<file path="src/rtl/avst_pkg.sv">
// Shared types and helpers for the Avalon-ST packet arbiter.
package avst_pkg;

  typedef enum logic [0:0] {
    IDLE   = 1'b0,
    LOCKED = 1'b1
  } arb_state_t;

  localparam int DEFAULT_WIDTH = 64;

  // Width of the Avalon-ST empty field for a given data width in bits.
  function automatic int empty_width(input int width);
    return (width > 8) ? $clog2(width / 8) : 1;
  endfunction

endpackage

</file>
<file path="src/rtl/avst_pkt_arbiter_rr_picker.sv">
// Rotating-priority encoder: first set req bit searching upward from last+1, with wrap.
module rr_picker #(
  parameter int N_SRC = 4,
  parameter int ID_W  = $clog2(N_SRC)
) (
  input  logic [N_SRC-1:0] req,
  input  logic [ID_W-1:0]  last,
  output logic             any,
  output logic [ID_W-1:0]  idx
);

  int best_d;

  // Distance from last+1 (mod N_SRC); the smallest distance among requesters wins.
  always_comb begin
    any    = 1'b0;
    idx    = '0;
    best_d = N_SRC;
    for (int i = 0; i < N_SRC; i++) begin
      if (req[i] && (((i + 2 * N_SRC - int'(last) - 1) % N_SRC) < best_d)) begin
        best_d = (i + 2 * N_SRC - int'(last) - 1) % N_SRC;
        idx    = ID_W'(i);
        any    = 1'b1;
      end
    end
  end

endmodule

</file>
<file path="src/rtl/avst_pkt_arbiter.sv">
// Packet-atomic round-robin arbiter: one Avalon-ST sink shared by N_SRC sources,
// grant held from the first accepted beat through the EOP beat.
module avst_pkt_arbiter
  import avst_pkg::*;
#(
  parameter int N_SRC       = 4,
  parameter int WIDTH       = DEFAULT_WIDTH,
  parameter int EMPTY_WIDTH = empty_width(WIDTH),
  parameter int ID_W        = $clog2(N_SRC)
) (
  input  logic                         clk,
  input  logic                         rst,
  input  logic [N_SRC*WIDTH-1:0]       in_data,
  input  logic [N_SRC-1:0]             in_valid,
  input  logic [N_SRC-1:0]             in_sop,
  input  logic [N_SRC-1:0]             in_eop,
  input  logic [N_SRC*EMPTY_WIDTH-1:0] in_empty,
  output logic [N_SRC-1:0]             in_ready,
  output logic [WIDTH-1:0]             out_data,
  output logic                         out_valid,
  output logic                         out_sop,
  output logic                         out_eop,
  output logic [EMPTY_WIDTH-1:0]       out_empty,
  input  logic                         out_ready,
  output logic [ID_W-1:0]              grant_id,
  output logic                         busy,
  output logic                         err_no_sop
);

  // Handshake: a beat moves on a side when its valid and ready are both 1 at the
  // clk edge; valid never waits on ready, and ready here is the sink's ready
  // routed only to the owner.

  arb_state_t      state;
  logic [ID_W-1:0] last_grant;
  logic [ID_W-1:0] pick_idx;
  logic            pick_any;
  logic            first_beat;
  logic            xfer;

  rr_picker #(
    .N_SRC (N_SRC),
    .ID_W  (ID_W)
  ) u_picker (
    .req  (in_valid),
    .last (last_grant),
    .any  (pick_any),
    .idx  (pick_idx)
  );

  assign busy = (state == LOCKED);
  assign xfer = busy & out_valid & out_ready;

  always_comb begin
    out_data  = '0;
    out_valid = 1'b0;
    out_sop   = 1'b0;
    out_eop   = 1'b0;
    out_empty = '0;
    in_ready  = '0;
    if (state == LOCKED) begin
      for (int i = 0; i < N_SRC; i++) begin
        if (grant_id == ID_W'(i)) begin
          out_data    = in_data[i*WIDTH +: WIDTH];
          out_valid   = in_valid[i];
          out_sop     = in_sop[i];
          out_eop     = in_eop[i];
          out_empty   = in_empty[i*EMPTY_WIDTH +: EMPTY_WIDTH];
          in_ready[i] = out_ready;
        end
      end
    end
  end

  always_ff @(posedge clk) begin
    if (rst) begin
      state      <= IDLE;
      grant_id   <= '0;
      last_grant <= ID_W'(N_SRC - 1);
      err_no_sop <= 1'b0;
      first_beat <= 1'b0;
    end else begin
      case (state)
        IDLE: begin
          if (pick_any) begin
            grant_id   <= pick_idx;
            first_beat <= 1'b1;
            state      <= LOCKED;
          end
        end
        LOCKED: begin
          if (xfer) begin
            first_beat <= 1'b0;
            // Only the opening beat of a grant is expected to carry SOP.
            if (first_beat && !out_sop) begin
              err_no_sop <= 1'b1;
            end
            if (out_eop) begin
              last_grant <= grant_id;
              state      <= IDLE;
            end
          end
        end
        default: state <= IDLE;
      endcase
    end
  end

endmodule
</file>
<file path="config.mk">
export PLATFORM = sky130hd
export DESIGN_NAME = avst_pkt_arbiter
export DESIGN_NICKNAME = d
export VERILOG_FILES = /design/src/rtl/avst_pkg.sv /design/src/rtl/avst_pkt_arbiter_rr_picker.sv /design/src/rtl/avst_pkt_arbiter.sv
export SDC_FILE = /design/constraint.sdc
export NUM_CORES = 1
export LEC_CHECK = 0
export ABC_CLOCK_PERIOD_IN_PS = 7900
export CAP_MARGIN = 25
export CORE_AREA = 2 2 142 144
export DETAILED_ROUTE_END_ITERATION = 8
export DIE_AREA = 0 0 144 146
export GPL_TIMING_DRIVEN = 0
export SLEW_MARGIN = 10
export SYNTH_ARGS = -nofsm -noshare
export SYNTH_HDL_FRONTEND = slang
export SYNTH_SLANG_ARGS = --single-unit
export TNS_END_PERCENT = 10
</file>
<file path="constraint.sdc">
create_clock -name clk -period 7.9 [get_ports clk]
set_input_delay 1.975 -clock clk [delete_from_list [all_inputs] [get_ports clk]]
set_output_delay 1.975 -clock clk [all_outputs]
set_load 0.03 [all_outputs]
</file>
==> out/results.ini, run 1 <==
[run_status]
status=completed

[clock_network]
cts_buffers=3
cts.repair.resized=0
clk_pin_slew_ns=0.04
root_buffer=clkbuf_16
clockBufferDepth=2
cts_tree=built
hold_buffers=0
insertion_delay_ns=0.23
post-cts-setup-buffers=0
numClockSinks=7
h-tree-depth=1

[global_routing]
antenna_found_initial=2
grt_pass1_wl_um=25500
grt_max_degree=11
gr-total-overflow=0
grt_use_total=0.162
first_global_vias=3831

[logic_synthesis]
synthFlopType=dfxtp_1
synth.largest_area_cell=mux4_2
synth.area.top_cells=mux4_2 54%, and2_1 15%, dfxtp_1 4.8%
synth_edf_count=0
synth_seq_cells=7
synth_top_area_share=0.537
synth_common_cells=70 x and2_1, 69 x mux4_2, 13 x clkbuf_1
syn_nets=556
synthMostInstantiatedCell=and2_1
postSynth.asyncResetShare=0
netlist_area_sq_um=2900
syn_avg_cell_area_sq_um=11.1
ys_warn_count=0
synth_cells=262
ys_seq_area_frac=0.0484
ys_types=45

[route]
drt-total-wl_um=18100
drt_iter0_markers=118
ant_nets=0
drc=0
via_per_inst=4.22
drt_pre_antenna_iters=4
vias=3764
wl_per_cell_um=20.3

[floorplanning]
die_h_um=146
die-area_sq_um=21000
core_sq_um=19300
initial_core_util=0.150
die_w_um=144
num_rows=51
ios=361

[flow_run]
drv_cap=0

[sta]
hold_violations=0
rsz0062_at_grt=false
hold_slack_ns=0.472
worstMarginPinSlew_ns=0.619
period_minus_slack_ns=6.21
slew_headroom=0.587
fmax_ghz=0.161
setup_violations=0
tns_ns=0
clock_skew_ns=0.00189
slew_violations=0
fin_crit_sh=0.786

[setup_path]
rr_startpoint=last_grant[0]
cp_cell_sequence=clkdlybuf4s50_1 > or2b_1 > inv_1 > ha_1 > and4bb_2 > o21ai_2 > and2_4 > buf_6 > mux2_4 > ha_1 > o21ai_0 > nand2b_1 > a21oi_1 > a31o_2 > ha_1 > a21o_1 > o21ai_0 > nand2_1 > a311oi_1 > a32o_1
endpoint_kind=flip-flop
crit_top_cell=ha_1
rrSetupSlack_ns=2.71
crit_required_ns=8.07
r2r_end=grant_id[0]
cp_slowest_cell=clkdlybuf4s50_1
path_max_fanout=9
critPathKind=in2reg
max_stage_delay_ns=0.64
r2r_cells=23
start_kind=input port
crit_arrival_ns=6.38

[power_and_ir_drop]
p_seq_frac=0.056
switching_power_uw=333
internal-power_uw=494
powerDensity_nw_per_um2=119
leakagePower_uw=0.00243
p_sw_frac=0.403
comb_power_share=0.838
p_clk_frac=0.106
vdd_drop_max_mv=0.0663

[finish]
fin_area_sq_um=6920
drive_gt1_frac=0.149
area_growth_pct=139
layout.nets=921
instances_no_fill=893
post-route-util=0.358

[worst_hold_path]
whs_endpoint=first_beat
hold_path.class=reg2reg
hp-start=first_beat
whs_path_depth=2

[place]
globalplace.congestion=0.911
port_buffers=360
hpwl_um=15700
placed_area_sq_um=6830
placed_cells=887

critical path: cells and delay by family:
family / cells / cell delay [ns]
buffers and inverters: 3 / 0.83
AND/OR/NAND/NOR: 5 / 1.06
adder cells (fa/ha/maj): 3 / 0.75
AO/OA/AOI/OAI: 8 / 1.45
multiplexers: 1 / 0.31
cells in the final DEF, fill, tap and decap left out, types with 2 or more instances in the layout:
cell type        instances
nor2_1                   8
diode_2                  2
a32o_1                   2
a31oi_1                  2
a21oi_1                  5
nand3_1                  3
o21ai_0                  2
nand2b_1                 2
a21o_1                   3
a31o_2                   2
mux4_2                  69
nor3_1                   3
clkbuf_1                13
nor4b_1                  3
dfxtp_1                  7
clkbuf_16                3
inv_1                    9
and2_1                  70
buf_2                    9
buf_1                    2
ha_1                    11
clkdlybuf4s50_1        360
nand2_1                 12
cell type report:
class / count / area, sq um
clock buffers: 3 / 75.1
inverters: 9 / 33.8
fillers: 1969 / 12400
repair buffers: 360 / 3600
plain buffers: 26 / 120
flip-flops and latches: 7 / 140
well taps: 265 / 332
clock inverters: 1 / 5.00
multi-input cells: 220 / 2600
diodes: 2 / 5.00
logic make-up after synthesis:
logic type	count (synthesis)	share of synthesized area
AOI/OAI and AO/OA	25	0.0631
muxes	72	0.554
xor gates and xnor gates	1	0.00302
adders and majority gates	11	0.0475
and+or+nand+nor	111	0.231
buffers and inverters	35	0.0531
DFF	7	0.0484
routing by layer:
layer	up-vias	track usage	routed length [um]
met2	148	0.281	9170
met5	-	0	0
met3	16	0.0372	1430
met1	1825	0.203	7230
li1	1775	-	-
met4	0	0.0353	280
power by group through the flow:
stage	clock network [uW]	registers [uW]	logic, uW
2_1_floorplan	0	48.4	376
3_3_place_gp	0	47.0	698
3_5_place_dp	0	46.9	696
4_1_cts	88.7	46.4	701
5_1_grt	91.5	46.9	735
6_report	87.8	46.1	692
stage by stage:
step | total power (uW) | worst slack (ns)
6_report | 826 | 1.69
5_1_grt | 873 | 1.29
4_1_cts | 836 | 1.69
3_5_place_dp | 743 | 1.48
3_3_place_gp | 745 | 1.47
2_1_floorplan | 424 | 2.46
worst max-delay path by stage:
stage	depth (start not counted)	startpoint	endpoint	slack (ns)
2_1_floorplan	19	in_valid[0]	grant_id[1]	2.46
3_3_place_gp	20	in_valid[0]	grant_id[1]	1.47
3_5_place_dp	20	in_valid[0]	grant_id[1]	1.48
4_1_cts	20	in_valid[0]	grant_id[0]	1.69
5_1_grt	20	in_valid[0]	grant_id[0]	1.29
6_report	20	in_valid[0]	grant_id[0]	1.69
registers in the layout, summed over array words and instances (netlist names):
| signal | flops |
|---|---|
| grant_id | 2 |
| last_grant | 2 |
| busy | 1 |
| err_no_sop | 1 |
| first_beat | 1 |
No activity file was read; power rests on OpenSTA's default activity.
==> inputs of run 2 (changes only) <==
ABC_CLOCK_PERIOD_IN_PS = 5000   (was 7900)
CORE_AREA = 2 2 139 141   (was 2 2 142 144)
DIE_AREA = 0 0 141 143   (was 0 0 144 146)
clock period = 5 ns   (was 7.9 ns; I/O delays follow)
==> out/results.ini, run 2 (synthesis gave the netlist of run 1 again) <==
[run_status]
status=completed  ; unchanged

[power_and_ir_drop]
powerDensity_nw_per_um2=188  ; was 119 nW/um^2
leakagePower_uw=0.00245  ; was 0.00243 uW
power.total_uw=1300  ; was 826 uW
vdd_drop_max_mv=0.0880  ; was 0.0663 mV

[sta]
hold_violations=0  ; unchanged
slew_headroom=0.534  ; was 0.587
period_minus_slack_ns=4.88
fin_crit_sh=0.975
slew_violations=0  ; unchanged
clock_skew_ns=0.00277  ; was 0.00189 ns
hold_slack_ns=0.481  ; was 0.472 ns
tns_ns=0  ; unchanged
setup_violations=0  ; unchanged
worstMarginPinSlew_ns=0.699  ; was 0.619 ns
fmax_ghz=0.205

[setup_path]
critPathKind=in2reg  ; unchanged
endpoint_kind=flip-flop  ; unchanged
path_max_fanout=9  ; unchanged
crit_arrival_ns=4.99  ; was 6.38 ns
crit_required_ns=5.12  ; was 8.07 ns
start_kind=input port  ; unchanged

[place]
port_buffers=360  ; unchanged
hpwl_um=15400  ; was 15700 um
placed_cells=856  ; was 887
globalplace.congestion=0.897  ; was 0.911
placed_area_sq_um=6790  ; was 6830 sq um

[floorplanning]
die_w_um=141  ; was 144 um
num_rows=50  ; was 51
core_sq_um=18600  ; was 19300 sq um
initial_core_util=0.156  ; was 0.150
die_h_um=143  ; was 146 um
die-area_sq_um=20200  ; was 21000 sq um
ios=361  ; unchanged

[route]
drt_iter0_markers=193  ; was 118
vias=3883  ; was 3764
drt-total-wl_um=17700  ; was 18100 um
via_per_inst=4.49  ; was 4.22
wl_per_cell_um=20.5  ; was 20.3 um
drc=0  ; unchanged
drt_pre_antenna_iters=4  ; unchanged
ant_nets=0  ; unchanged

[clock_network]
insertion_delay_ns=0.23  ; about the same
clockBufferDepth=2  ; unchanged
clk_pin_slew_ns=0.03  ; was 0.04 ns
h-tree-depth=1  ; unchanged
cts_tree=built  ; unchanged
numClockSinks=7  ; unchanged
root_buffer=clkbuf_16  ; unchanged
cts_buffers=3  ; unchanged

[global_routing]
grt_use_total=0.165  ; was 0.162
antenna_found_initial=0  ; was 2
gr-total-overflow=0  ; unchanged
grt_pass1_wl_um=25500  ; about the same
grt_max_degree=11  ; unchanged
first_global_vias=4325  ; was 3831

[finish]
top_regs=grant_id: 2 flops, last_grant: 2 flops  ; unchanged
n_antenna_cell=0  ; was 2
area_growth_pct=140  ; was 139%
fin_area_sq_um=6950  ; was 6920 sq um
layout.nets=925  ; was 921
drive_gt1_frac=0.165  ; was 0.149
layout_commonest_cell=clkdlybuf4s50_1  ; unchanged
instances_no_fill=864  ; was 893
mostFrequentLayoutCells=359 x clkdlybuf4s50_1, 70 x and2_1, 69 x mux4_2  ; was 360 x clkdlybuf4s50_1, 70 x and2_1, 69 x mux4_2

[worst_hold_path]
hold_path.class=reg2reg  ; unchanged

[flow_run]
drv_cap=0  ; unchanged

-- run 2: cell count changes in the layout (fill, tap and decap cells not counted), sizes merged --
cell,delta
diode,-2
clkbuf,+2
buf,+4
clkinv,-1
clkdlybuf4s50,-1
-- run 2: power breakdown --
group          total [uW]  switching [uW]  internal (uW)
Combinational        1100             481            617
Sequential           70.7            8.59           62.1
Clock                 135            28.8            106
-- run 2: critical path, cell delays in order --
cell	delay [ns]
clkbuf_4	0.16
or2b_1	0.26
inv_1	0.06
ha_1	0.12
and4bb_2	0.25
o21ai_4	0.11
and2_4	0.19
buf_6	0.12
mux2_4	0.31
ha_2	0.21
nor4b_2	0.25
nand3_1	0.13
a21o_1	0.20
a31o_2	0.25
ha_1	0.31
nand2_1	0.07
and4b_1	0.20
a31oi_1	0.17
nand3_1	0.12
a32o_1	0.26
-- run 2: final timing paths --
path                                    start          end  slack (ns)  cells past startpoint
worst max-delay path              in_valid[0]  grant_id[1]        0.12                     20
worst min-delay path               first_beat   first_beat        0.48                      2
worst max register to register  last_grant[0]  grant_id[1]        0.18                     22
worst min register to register     first_beat   first_beat        0.48                      2
-- run 2: final cells by class --
| class | instances | area [sq um] |
|---|---|---|
| buffer | 26 | 124 |
| clock buffer | 4 | 78.8 |
| fill | 1800 | 11600 |
| inverter | 9 | 33.8 |
| multi-input combinational | 220 | 2650 |
| sequential | 7 | 141 |
| tap | 234 | 293 |
| timing repair buffer | 364 | 3630 |
-- run 2: repair_timing --
item,4_1_cts,5_1_grt
pin swaps,1,4
setup buffers,1,3
gates resized for setup,10,8
hold buffers,0,0
endpoints found under the setup margin,2,2
-- run 2: stage by stage --
stage	worst slack, ns	utilization
floorplan	0.285	-
global placement	-0.618	0.366
detailed placement	-0.693	0.366
CTS	0.0275	0.372
global route	-0.00961	0.374
finish	0.125	0.374
-- run 2: routing by layer --
metal	part of all wire	routed length, um	up-vias	GRT usage
met4	0.025	435	0	0.0458
li1	-	-	1777	-
met3	0.066	1170	32	0.0352
met5	0	0	-	0
met2	0.53	9340	201	0.304
met1	0.38	6740	1873	0.194
==> RTL change (settings of run 2) <==
Register the output `err_no_sop` once more, cleared by the reset; this adds one clock of latency there. The other outputs are not delayed to match.
--- a/src/rtl/avst_pkt_arbiter.sv
+++ b/src/rtl/avst_pkt_arbiter.sv
@@ -28,2 +28,4 @@
 );
+
+  logic err_no_sop_s0;
 
@@ -79,3 +81,3 @@
       last_grant <= ID_W'(N_SRC - 1);
-      err_no_sop <= 1'b0;
+      err_no_sop_s0 <= 1'b0;
       first_beat <= 1'b0;
@@ -95,3 +97,3 @@
             if (first_beat && !out_sop) begin
-              err_no_sop <= 1'b1;
+              err_no_sop_s0 <= 1'b1;
             end
@@ -108,2 +110,10 @@
 
+  always_ff @(posedge clk) begin
+    if (rst) begin
+      err_no_sop <= '0;
+    end else begin
+      err_no_sop <= err_no_sop_s0;
+    end
+  end
+
 endmodule
Function: changed (Yosys sat finds a counterexample within 4 cycles, from zero or initial values and one cycle with rst high).
==> RTL change against run 2 <==
Register-to-register slack improved by 0.16 ns; wire length decreased by 0.58%; global-route usage is 0.33 points lower; via count shrank 1.2%; design area up 0.38%; sequential cell count rose by 1; worst setup slack better by 0.11 ns; count of clock-buffer cells in the layout is 1 lower; synthesized area about the same; fmax is 2.3% higher; power is 11% lower; clock skew down 0.00051 ns; critical endpoint is now grant_id[0]$_SDFFE_PP0P_; largest cell class unchanged.
==> RTL change: results (changes against run 2) <==
Max IR drop VDD: 0.159 mV (was 0.0880 mV)
Final setup skew: 0.00225 ns (was 0.00277 ns)
Hold depth: 1 (was 2)
Reg clk slew, reported paths: 0.04 ns
CP max stage cell: ha_1 (was mux2_4)
Syn Area/Cell: 11.1 sq um (about the same)
Hold_ws: 0.454 ns (was 0.481 ns)
Worst setup path endpoint: grant_id[0]$_SDFFE_PP0P_ (was grant_id[1]$_SDFFE_PP0P_)
NumNets Final: 921 (was 925)
P_comb: 0.000956 W (was 0.00110 W)
Placed Instance Area: 0.00678 sq mm (was 0.00679 sq mm)
Syn nets: 554 (was 556)
FF-to-FF Start: last_grant[0]$_SDFFE_PP1P_ (unchanged)
Mux share of post-synthesis cell area: 0.547 (was 0.554)
Seq/Total Area, Yosys: 0.0553 (was 0.0484)
Adder-cell share of the synthesized area: 0.0475 (about the same)
First-pass GRT wire length: 25000 microns (was 25500 microns)
LEAKAGE: 2.43 nW (was 2.45 nW)
Hold endpoint: err_no_sop$_SDFF_PP0_ (was first_beat$_SDFFE_PP0P_)
CP Max Fanout: 8 (was 9)
RR Endpoint: grant_id[0]$_SDFFE_PP0P_ (was grant_id[1]$_SDFFE_PP0P_)
Overall Power: 0.00116 W (was 0.00130 W)
H-tree depth: 1 (unchanged)
Synth cell count leaders: and2_1 (69), mux4_2 (68), clkbuf_1 (15) (was and2_1 (70), mux4_2 (69), clkbuf_1 (13))
Synth top area cells: mux4_2 (53%), and2_1 (15%), dfxtp_1 (5.5%), ha_1 (4.7%), clkbuf_1 (1.9%) (was mux4_2 (54%), and2_1 (15%), dfxtp_1 (4.8%), ha_1 (4.8%), clkbuf_1 (1.7%))
Worst reg2reg path depth: 21 (was 22)
Async SR Flop Fraction: 0 (unchanged)
Place WS: -1.13 ns (was -0.693 ns)
Hold_sp: err_no_sop_s0$_SDFFE_PP0P_ (was first_beat$_SDFFE_PP0P_)
GRT Util Overall: 0.162 (was 0.165)
Post-DR vias/cell: 4.46 (was 4.49)
Cells after DPL: 853 (was 856)
Post-synth cell types: 44 (was 45)
Worst EP arrival: 4.89 ns (was 4.99 ns)
Max_slew headroom: 0.530 (was 0.534)
R2R setup slack: 0.34 ns (was 0.18 ns)
Switching power: 0.000452 W (was 0.000519 W)
Root Buffer Master: clkbuf_16 (unchanged)
Outcome: finished clean (unchanged)
Final Wtd Congestion: 0.903 (was 0.897)
Port Buffer Count: 359 (was 360)
Cell Count, Final, Fillers Out: 859 (was 864)
HPWL after DPL: 15200 microns (was 15400 microns)
Largest delay share family, worst path: compound AO/OA/AOI/OAI gates (was simple AND/OR/NAND/NOR gates)
Number of global-route vias before repair: 4184 (was 4325)
FILL cells: 1829 (was 1800)
Layout cells sized above 1: 0.165 (about the same)
RTL change: repair_timing:
action / CTS / global route
setup endpoints to repair: 2 / 2
resized for setup: 16 / 5
setup buffers: 2 / 1
endpoints found under the hold margin: 0 / 0
pin swaps: 2 / 2
cloned: 0 / 0
RTL change: routing by layer:
metal	vias up	share of wire	GRT usage
met3	15	0.068	0.0295
met2	183	0.55	0.321
met5	-	0	0
met4	0	0.012	0.0242
li1	1757	-	-
met1	1880	0.37	0.183
RTL change: area by class of cell:
type	instances	area [sq um]	area share
Buffer	26	115	0.0165
Clock buffer	3	75.1	0.0108
Inverter	9	33.8	0.00484
Multi-Input combinational cell	217	2690	0.385
Sequential cell	8	160	0.0230
Tap cell	234	293	0.0420
Timing Repair Buffer	362	3610	0.518
RTL change: logic make-up (layout without fill, tap and decap cells):
logic type,Yosys count,count (layout)
muxes,70,70
buffers and inverters,35,400
AOI/OAI and AO/OA,28,28
DFF,8,8
and+or+nand+nor,107,107
adders and majority gates,11,11
xor gates and xnor gates,1,1
